--- src/rtl/hazard_pkg.sv ---
// Shared types and constants for the multi-latency load-use hazard unit.
package hazard_pkg;

  // Width of the slot rd field; the top's REG_ADDR_W must not exceed this.
  localparam int unsigned REG_ADDR_W_DFLT = 5;

  localparam logic [REG_ADDR_W_DFLT-1:0] ZERO_REG = '0;

  // One in-flight load: its destination and whether it still blocks readers.
  typedef struct packed {
    logic                       valid;
    logic [REG_ADDR_W_DFLT-1:0] rd;
  } load_slot_t;

endpackage

--- src/rtl/hazard_unit_mlat_if.sv ---
// Pipeline-side control bundle of the hazard unit. The pipeline is the master,
// the hazard unit the slave; signal suffixes are from the hazard unit's view.
interface hazard_unit_mlat_if #(
  parameter int unsigned REG_ADDR_W = 5,
  parameter int unsigned CNT_W      = 16
);
  logic                  idex_memread_i;
  logic [REG_ADDR_W-1:0] idex_rd_i;
  logic [REG_ADDR_W-1:0] ifid_rs1_i;
  logic [REG_ADDR_W-1:0] ifid_rs2_i;
  logic                  ifid_use_rs1_i;
  logic                  ifid_use_rs2_i;
  logic                  branch_taken_i;
  logic                  dmem_busy_i;
  logic                  clr_cnt_i;
  logic                  noop_o;
  logic                  pcwrite_o;
  logic                  stall_o;
  logic                  flush_o;
  logic                  freeze_o;
  logic [CNT_W-1:0]      stall_cnt_o;

  modport master (
    output idex_memread_i, idex_rd_i, ifid_rs1_i, ifid_rs2_i, ifid_use_rs1_i,
           ifid_use_rs2_i, branch_taken_i, dmem_busy_i, clr_cnt_i,
    input  noop_o, pcwrite_o, stall_o, flush_o, freeze_o, stall_cnt_o
  );

  modport slave (
    input  idex_memread_i, idex_rd_i, ifid_rs1_i, ifid_rs2_i, ifid_use_rs1_i,
           ifid_use_rs2_i, branch_taken_i, dmem_busy_i, clr_cnt_i,
    output noop_o, pcwrite_o, stall_o, flush_o, freeze_o, stall_cnt_o
  );
endinterface

--- src/rtl/load_track_pipe.sv ---
// Shift register of in-flight loads. Slot 0 is the live ID/EX load; slots
// 1..Depth-1 are the same load aged by one cycle per un-held clock.
module load_track_pipe
  import hazard_pkg::*;
#(
  parameter int unsigned Depth = 1
) (
  input  logic       clk_i,
  input  logic       clr_i,
  input  logic       hold_i,
  input  load_slot_t slot_i,
  output load_slot_t slots_o [Depth]
);

  assign slots_o[0] = slot_i;

  if (Depth > 1) begin : g_regs
    load_slot_t regs_d [Depth-1];
    load_slot_t regs_q [Depth-1];

    // Next state: advance one slot per cycle unless the pipe is held.
    always_comb begin
      regs_d = regs_q;
      if (!hold_i) begin
        regs_d[0] = slot_i;
        for (int k = 1; k < Depth - 1; k++) begin
          regs_d[k] = regs_q[k-1];
        end
      end
    end

    // Slot registers with synchronous clear.
    always_ff @(posedge clk_i) begin
      if (clr_i) begin
        for (int k = 0; k < Depth - 1; k++) begin
          regs_q[k] <= '0;
        end
      end else begin
        regs_q <= regs_d;
      end
    end

    for (genvar k = 0; k < Depth - 1; k++) begin : g_out
      assign slots_o[k+1] = regs_q[k];
    end
  end else begin : g_none
    // Single-cycle latency: nothing to remember.
    logic unused;
    assign unused = ^{clk_i, clr_i, hold_i};
  end

endmodule

--- src/rtl/hazard_unit_mlat.sv ---
// Load-use hazard unit for a data memory with LOAD_LAT cycles of load latency.
// Also drives branch flush, whole-pipe freeze on a busy memory and a
// saturating count of load-use stall cycles.
module hazard_unit_mlat
  import hazard_pkg::*;
#(
  parameter int unsigned REG_ADDR_W = REG_ADDR_W_DFLT,
  parameter int unsigned LOAD_LAT   = 1,
  parameter int unsigned CNT_W      = 16
) (
  input logic             clk_i,
  input logic             rst_i,
  hazard_unit_mlat_if.slave bus
);

  load_slot_t       slot_live;
  load_slot_t       slots [LOAD_LAT];
  logic             hazard;
  logic             freeze;
  logic             stall_inc;
  logic [CNT_W-1:0] cnt_d, cnt_q;
  logic [REG_ADDR_W_DFLT-1:0] rs1, rs2;

  assign rs1            = REG_ADDR_W_DFLT'(bus.ifid_rs1_i);
  assign rs2            = REG_ADDR_W_DFLT'(bus.ifid_rs2_i);
  assign slot_live.rd    = REG_ADDR_W_DFLT'(bus.idex_rd_i);
  assign slot_live.valid = bus.idex_memread_i && (slot_live.rd != ZERO_REG);

  load_track_pipe #(
    .Depth (LOAD_LAT)
  ) u_track (
    .clk_i   (clk_i),
    .clr_i   (rst_i),
    .hold_i  (freeze),
    .slot_i  (slot_live),
    .slots_o (slots)
  );

  // Hazard when any still-unforwardable load writes a register ID really reads.
  always_comb begin
    hazard = 1'b0;
    for (int k = 0; k < LOAD_LAT; k++) begin
      if (slots[k].valid && (slots[k].rd != ZERO_REG) &&
          ((bus.ifid_use_rs1_i && (slots[k].rd == rs1)) ||
           (bus.ifid_use_rs2_i && (slots[k].rd == rs2)))) begin
        hazard = 1'b1;
      end
    end
  end

  // Prioritised pipeline controls: busy memory, then branch, then hazard.
  always_comb begin
    bus.noop_o    = 1'b0;
    bus.stall_o   = 1'b0;
    bus.flush_o   = 1'b0;
    bus.pcwrite_o = 1'b1;
    freeze        = 1'b0;
    stall_inc     = 1'b0;
    if (!rst_i) begin
      if (bus.dmem_busy_i) begin
        // Branch flush waits: the frozen pipe keeps branch_taken_i asserted.
        freeze        = 1'b1;
        bus.stall_o   = 1'b1;
        bus.pcwrite_o = 1'b0;
      end else if (bus.branch_taken_i) begin
        // The ID instruction is squashed, so its hazard is irrelevant.
        bus.flush_o = 1'b1;
      end else if (hazard) begin
        bus.noop_o    = 1'b1;
        bus.stall_o   = 1'b1;
        bus.pcwrite_o = 1'b0;
        stall_inc     = 1'b1;
      end
    end
  end

  assign bus.freeze_o = freeze;

  // Counter next state: clear wins, otherwise saturating increment.
  always_comb begin
    cnt_d = cnt_q;
    if (bus.clr_cnt_i) begin
      cnt_d = '0;
    end else if (stall_inc && (cnt_q != {CNT_W{1'b1}})) begin
      cnt_d = cnt_q + 1'b1;
    end
  end

  // Stall-cycle counter register.
  always_ff @(posedge clk_i) begin
    if (rst_i) begin
      cnt_q <= '0;
    end else begin
      cnt_q <= cnt_d;
    end
  end

  assign bus.stall_cnt_o = cnt_q;

endmodule

--- src/flat_wrapper.sv ---
// flat-port wrapper written by rule: the top's interface ports become plain ports
module hazard_unit_mlat_flat import hazard_pkg::*;
#(
  parameter int unsigned REG_ADDR_W = REG_ADDR_W_DFLT,
  parameter int unsigned LOAD_LAT   = 1,
  parameter int unsigned CNT_W      = 16
)
  (clk_i, rst_i, bus_idex_memread_i, bus_idex_rd_i, bus_ifid_rs1_i, bus_ifid_rs2_i, bus_ifid_use_rs1_i, bus_ifid_use_rs2_i, bus_branch_taken_i, bus_dmem_busy_i, bus_clr_cnt_i, bus_noop_o, bus_pcwrite_o, bus_stall_o, bus_flush_o, bus_freeze_o, bus_stall_cnt_o);
  hazard_unit_mlat_if #(.REG_ADDR_W(REG_ADDR_W), .CNT_W(CNT_W)) bus_i ();
  input logic clk_i;
  input logic rst_i;
  input wire logic [$bits(bus_i.idex_memread_i)-1:0] bus_idex_memread_i;
  input wire logic [$bits(bus_i.idex_rd_i)-1:0] bus_idex_rd_i;
  input wire logic [$bits(bus_i.ifid_rs1_i)-1:0] bus_ifid_rs1_i;
  input wire logic [$bits(bus_i.ifid_rs2_i)-1:0] bus_ifid_rs2_i;
  input wire logic [$bits(bus_i.ifid_use_rs1_i)-1:0] bus_ifid_use_rs1_i;
  input wire logic [$bits(bus_i.ifid_use_rs2_i)-1:0] bus_ifid_use_rs2_i;
  input wire logic [$bits(bus_i.branch_taken_i)-1:0] bus_branch_taken_i;
  input wire logic [$bits(bus_i.dmem_busy_i)-1:0] bus_dmem_busy_i;
  input wire logic [$bits(bus_i.clr_cnt_i)-1:0] bus_clr_cnt_i;
  output wire logic [$bits(bus_i.noop_o)-1:0] bus_noop_o;
  output wire logic [$bits(bus_i.pcwrite_o)-1:0] bus_pcwrite_o;
  output wire logic [$bits(bus_i.stall_o)-1:0] bus_stall_o;
  output wire logic [$bits(bus_i.flush_o)-1:0] bus_flush_o;
  output wire logic [$bits(bus_i.freeze_o)-1:0] bus_freeze_o;
  output wire logic [$bits(bus_i.stall_cnt_o)-1:0] bus_stall_cnt_o;
  assign bus_i.idex_memread_i = bus_idex_memread_i;
  assign bus_i.idex_rd_i = bus_idex_rd_i;
  assign bus_i.ifid_rs1_i = bus_ifid_rs1_i;
  assign bus_i.ifid_rs2_i = bus_ifid_rs2_i;
  assign bus_i.ifid_use_rs1_i = bus_ifid_use_rs1_i;
  assign bus_i.ifid_use_rs2_i = bus_ifid_use_rs2_i;
  assign bus_i.branch_taken_i = bus_branch_taken_i;
  assign bus_i.dmem_busy_i = bus_dmem_busy_i;
  assign bus_i.clr_cnt_i = bus_clr_cnt_i;
  assign bus_noop_o = bus_i.noop_o;
  assign bus_pcwrite_o = bus_i.pcwrite_o;
  assign bus_stall_o = bus_i.stall_o;
  assign bus_flush_o = bus_i.flush_o;
  assign bus_freeze_o = bus_i.freeze_o;
  assign bus_stall_cnt_o = bus_i.stall_cnt_o;
  hazard_unit_mlat #(.REG_ADDR_W(REG_ADDR_W), .LOAD_LAT(LOAD_LAT), .CNT_W(CNT_W)) u_core (.clk_i(clk_i), .rst_i(rst_i), .bus(bus_i));
endmodule
--- config.mk ---
export PLATFORM = sky130hd
export DESIGN_NAME = hazard_unit_mlat_flat
export DESIGN_NICKNAME = d
export VERILOG_FILES = /design/src/rtl/hazard_pkg.sv /design/src/rtl/hazard_unit_mlat_if.sv /design/src/rtl/load_track_pipe.sv /design/src/rtl/hazard_unit_mlat.sv /design/src/flat_wrapper.sv
export SDC_FILE = /design/constraint.sdc
export NUM_CORES = 1
export LEC_CHECK = 0
export ABC_AREA = 0
export CORE_MARGIN = 2
export CORE_UTILIZATION = 37
export DETAILED_ROUTE_END_ITERATION = 7
export GPL_TIMING_DRIVEN = 0
export PLACE_DENSITY = 0.72
export SYNTH_ARGS = -nofsm -noshare
export SYNTH_HDL_FRONTEND = slang
export SYNTH_SLANG_ARGS = --single-unit
--- constraint.sdc ---
create_clock -name clk_i -period 1.7 [get_ports clk_i]
set_input_delay 0.17 -clock clk_i [delete_from_list [all_inputs] [get_ports clk_i]]
set_output_delay 0.17 -clock clk_i [all_outputs]
set_load 0.005 [all_outputs]
# Yosys cells after proc, flatten, opt, wreduce, memory -nomap -nowiden

Index checks and enable logic that the tools add are counted.
W data, S select, Z words.

Input port bits: 23
Logic and storage cells: 30
Flip-flop bits (word level): 16
Output and inout bits: 21

Add/subtract/negate cells: 1
Equal/unequal tests: 3
Muxes and demuxes: 16
Reduce and logical (&&, ||, !) cells: 9

Operators by type and width:

| operator                | number |
|---|---|
| $add A16 B1 Y16 const B | 1 |
| $mux W1                 | 16 |
| $ne A16 B16 Y1 const B  | 1 |
| $eq A5 B5 Y1            | 2 |
| $logic_and A1 B1 Y1     | 6 |
| $reduce_bool A5 Y1      | 1 |
| $reduce_or A2 Y1        | 1 |
| $logic_or A1 B1 Y1      | 1 |

# Logic depth before layout (Yosys ltp)

Depth in word-level cells: 10
Mapped depth: 8
Depth with buffers taken out: 6

# Cells and area by module

Synthesis repeated with hierarchy kept, for this count alone.

Cells, all modules: 155
Area, all modules: 1208.7 µm²

By module, submodules not included:

| module           | times used | cells each | area an instance (µm²) | seq. area each (µm²) |
|---|---|---|---|---|
| hazard_unit_mlat | 1          | 149        | 1163.6                 | 320.3 |
| load_track_pipe  | 1          | 6          | 45.0                   | 0.0 |

# Least setup slack after synthesis

Ideal clock, no wire load.

Path type: reg-to-reg
Start: reg u_core.cnt_q[0], in the netlist u_core.bus.stall_cnt_o[0]
End: reg u_core.cnt_q[0], in the netlist u_core.bus.stall_cnt_o[0]
Arrival: 1.681 ns
Slack: -0.110 ns
Setup time: 0.129 ns
Buffers on the path: 2
Cell stages (with the launch flop): 9
Period minus slack after synthesis: 1.810 ns
Required time: 1.571 ns
Cells stage by stage: dfxtp_1 ha_1 nand3_1 or4_1 nand4_1 buf_6 buf_12 xor2_1 nor2_1

Word-level cells in the longest chain between the ends: 2
Elaborated cells on any way between the ends: 3
Those cells by class: add/sub: 1; eq/ne: 1; reduce/logical: 1

RTL lines:

| what                                                    | line                   | text |
|---|---|---|
| from (decl)                                             | hazard_unit_mlat.sv:21 | `logic [CNT_W-1:0] cnt_d, cnt_q;` |
| from (signal assigned)                                  | hazard_unit_mlat.sv:94 | `cnt_q <= cnt_d;` |
| branches (longest 2 deep; another with $add A16 B1 Y16) | n/a                    |  |

Several ways; the timed one is not identified.
A chain may end at the register's enable or synchronous reset.

# Worst setup path after layout

Start: reg u_core.cnt_q[4], in the netlist u_core.bus.stall_cnt_o[4]
End: reg u_core.cnt_q[0], in the netlist u_core.bus.stall_cnt_o[0]

Word-level cells in the longest chain between the ends: 2

RTL lines:

| what                | line                   | text |
|---|---|---|
| $ne A16 B16 Y1      | hazard_unit_mlat.sv:84 | `end else if (stall_inc && (cnt_q != {CNT_W{1'b1}})) begin` |
| $logic_and A1 B1 Y1 | hazard_unit_mlat.sv:84 |  |

Every way passes these cells.

==> metrics.md <==
| Metric | Value |
|---|---|
| # DRC | `0` |
| Slew margin rel. | `63.6%` |
| Antenna Cells | `0` |
| Final slew viol count | `0` |
| Endpoints failing setup | `14` |
| Ratio of total power to cell area | `392 nW/um^2` |
| Reg2reg path depth | `8` |
| Port bufs | `43` |
| Metal2 WL | `1780 um` |
| Met3 wire length | `136 um` |
| Layout filler cell count | `202` |
| Final Cycle Share | `114%` |
| CTS tree | `yes` |
| Die width | `55.6 um` |
| Die area | `3090 um^2` |
| Max-cap viol count | `0` |
| Worst-margin pin slew | `0.546 ns` |
| Clock sink count | `16` |
| Leak Pwr | `0.642 nW` |
| Gpl congestion | `0.804` |
| Worst Hold Launch | `bus_idex_rd_i[1]` |
| Number of synthesized register bits | `16` |
| Routed Antenna Nets | `0` |
| Min-delay worst type | `primary input to register` |
| Clk slew on worst S/H paths | `0.09 ns` |
| Most common cell after layout, fill and taps aside | `buf_4` |
| DR iter-0 viols | `36` |
| CP max FO | `6` |
| Average cell area after synthesis | `8.01 um^2` |
| Largest net degree at the start of global routing | `11` |
| CTS Buffer Depth | `2` |
| DR vias/cell | `5.50` |
| Num CTS Buffers | `3` |
| Data arrival time of the worst path | `2.10 ns` |
| RSZ-0062 raised after global routing | `true` |
| Synth Cell Area | `985 um^2` |
| Vias after detailed routing | `1249` |
| Global Route Usage Sum | `21.9%` |
| Drt pass-1 iters | `4` |
| Ys flop type | `dfxtp_1` |
| Worst r2r dst | `u_core.bus.stall_cnt_o[0]$_SDFFE_PP0P_` |
| Crit. End Element | `register` |
| Root Driver | `clkbuf_4` |
| Sequential fraction of the synthesis area | `32.5%` |
| Status | `complete, but fails checks` |
| Fraction of registers with async set/reset | `0%` |
| Hold Slack | `0.480 ns` |
| Worst hold path depth | `6` |
| Layout cell share with drive strength beyond 1 | `36.5%` |
| Placed wire-length estimate | `2150 um` |
| Reg-to-reg slack, setup | `-0.23 ns` |
| Tmin final | `1.93 ns` |
| Setup CP Type | `register to register` |
| Synth warn | `0` |
| Worst setup margin | `-0.233 ns` |
| Most frequent cells in the layout | `buf_4 (26), clkdlybuf4s50_1 (24), dlygate4sd2_1 (11), nand2_1 (10)` |
| Max FFs per register | `16` |
| First-pass GRT wire length | `5460 um` |
| Cell area after layout | `1770 um^2` |
| Worst vdd ir | `0.603 mV` |
| Worst Hold End | `u_core.bus.stall_cnt_o[12]$_SDFFE_PP0P_` |
| Yosys cell types | `34` |
| Post-DR wirelength/cell | `15.5 um` |
| M1 wire length | `1550 um` |
| Vias in the first global route | `1213` |
| Initial antenna violation count | `0` |
| Startpoint types | `register` |
| DP Area | `1470 um^2` |
| Cells after synthesis | `123` |
| Starting density of the core | `39.4%` |
| Core area | `2500 um^2` |
| Failing checks | `negative setup slack` |
| Core Rows | `18` |
| Syn Nets | `147` |
| Setup Skew | `0.000674 ns` |
| Final hold violation count | `0` |
| CTS H-tree depth | `1` |
| F_max | `517 MHz` |
| Nets | `223` |
| Area growth, synth to finish | `80.2%` |
| Ports | `44` |
| R2R Path Start | `u_core.bus.stall_cnt_o[4]$_SDFFE_PP0P_` |
| Congestion Overflow GR | `0` |
| Post-synth EDFFs | `0` |
| Worst skew pair latency | `0.29 ns` |
| Die height | `55.6 um` |
| Top sig layer | `met4` |
| Routed WL | `3520 um` |
| Data required, critical path | `1.87 ns` |
layer usage:
| layer | track usage, % | vias to the layer above |
|---|---|---|
| met2 | 39.1 | 33 |
| met4 | 3.48 | 0 |
| met5 | 0 | - |
| li1 | - | 604 |
| met1 | 26.6 | 606 |
| met3 | 6.05 | 6 |
synth_stat cells, types with 2 or more instances:
cell type | instances | share of area (%)
or3_1 | 7 | 4.4
o31ai_1 | 3 | 2.3
nor3_1 | 4 | 2.0
o21ai_0 | 3 | 1.5
o21ai_1 | 5 | 2.5
a21oi_1 | 8 | 4.1
or4_1 | 5 | 3.8
nand3_1 | 6 | 3.0
nand2_1 | 10 | 3.8
nand4_1 | 8 | 5.1
xnor2_1 | 10 | 8.9
nor2_1 | 8 | 3.0
a211oi_1 | 2 | 1.5
xor2_1 | 2 | 1.8
mux2i_1 | 2 | 2.0
dfxtp_1 | 16 | 33
inv_1 | 7 | 2.7
critical path: stages, from the launching register on:
cell and delay, ns:
dfxtp_2 0.36, and3_4 0.21, nand3_1 0.10, or4_1 0.52, nand4_1 0.14, buf_6 0.16
buf_12 0.12, xor2_1 0.14, nor2_1 0.05
power breakdown:
| part | switching, mW | internal, mW |
|---|---|---|
| sequential | 0.0000183 | 0.368 |
| combinational | 0.0541 | 0.0692 |
| clock | 0.122 | 0.0825 |
| total | 0.176 | 0.520 |
cell type report:
class | instances | area, um^2 | share of cell area (%)
buffer | 4 | 40.0 | 2.26
multi-input combinational | 96 | 688 | 38.8
inverter | 7 | 26.3 | 1.48
timing repair buffer | 71 | 617 | 34.8
clock buffer | 3 | 22.5 | 1.27
tap | 30 | 37.5 | 2.12
sequential | 16 | 343 | 19.3
worst max-delay path by stage:
stage / end / startpoint / depth (start not counted)
after global routing: u_core.bus.stall_cnt_o[0]$_SDFFE_PP0P_ / u_core.bus.stall_cnt_o[4]$_SDFFE_PP0P_ / 8
after floorplan: u_core.bus.stall_cnt_o[0]$_SDFFE_PP0P_ / u_core.bus.stall_cnt_o[7]$_SDFFE_PP0P_ / 8
after detailed placement: bus_pcwrite_o / bus_idex_rd_i[0] / 7
after global placement: bus_pcwrite_o / bus_idex_rd_i[0] / 7
after CTS: u_core.bus.stall_cnt_o[0]$_SDFFE_PP0P_ / u_core.bus.stall_cnt_o[6]$_SDFFE_PP0P_ / 8
final: u_core.bus.stall_cnt_o[0]$_SDFFE_PP0P_ / u_core.bus.stall_cnt_o[4]$_SDFFE_PP0P_ / 8
timing repair:
action / 4_1_cts / 5_1_grt
endpoints found under the setup margin: 18 / 18
pin swaps: 28 / 16
gates resized for setup: 53 / 16
hold buffers: 0 / 0
cloned: 2 / 0
setup buffers: 24 / 3
cell families after synthesis:
| family | count (synthesis) | share of synthesized area [%] |
|---|---|---|
| simple gates | 56 | 31.1 |
| compound gates | 25 | 15.6 |
| flops | 16 | 32.5 |
| xor+xnor | 12 | 10.7 |
| buf+inv | 11 | 6.73 |
| mux | 2 | 2.03 |
| fa+ha+maj | 1 | 1.27 |
stage by stage:
step | total power [mW] | worst slack [ns] | setup TNS, ns | util, % | std cells
finish | 0.696 | -0.233 | -1.91 | 71.0 | 227
global placement | 0.503 | -0.634 | -8.51 | 58.7 | 196
CTS | 0.690 | -0.149 | -1.21 | 69.7 | 225
floorplan | 0.427 | -0.0500 | -0.0500 | - | 123
detailed placement | 0.506 | -0.656 | -8.92 | 58.7 | 196
global route | 0.731 | -0.274 | -2.95 | 71.0 | 227
Power figures use the tool's default switching activity.
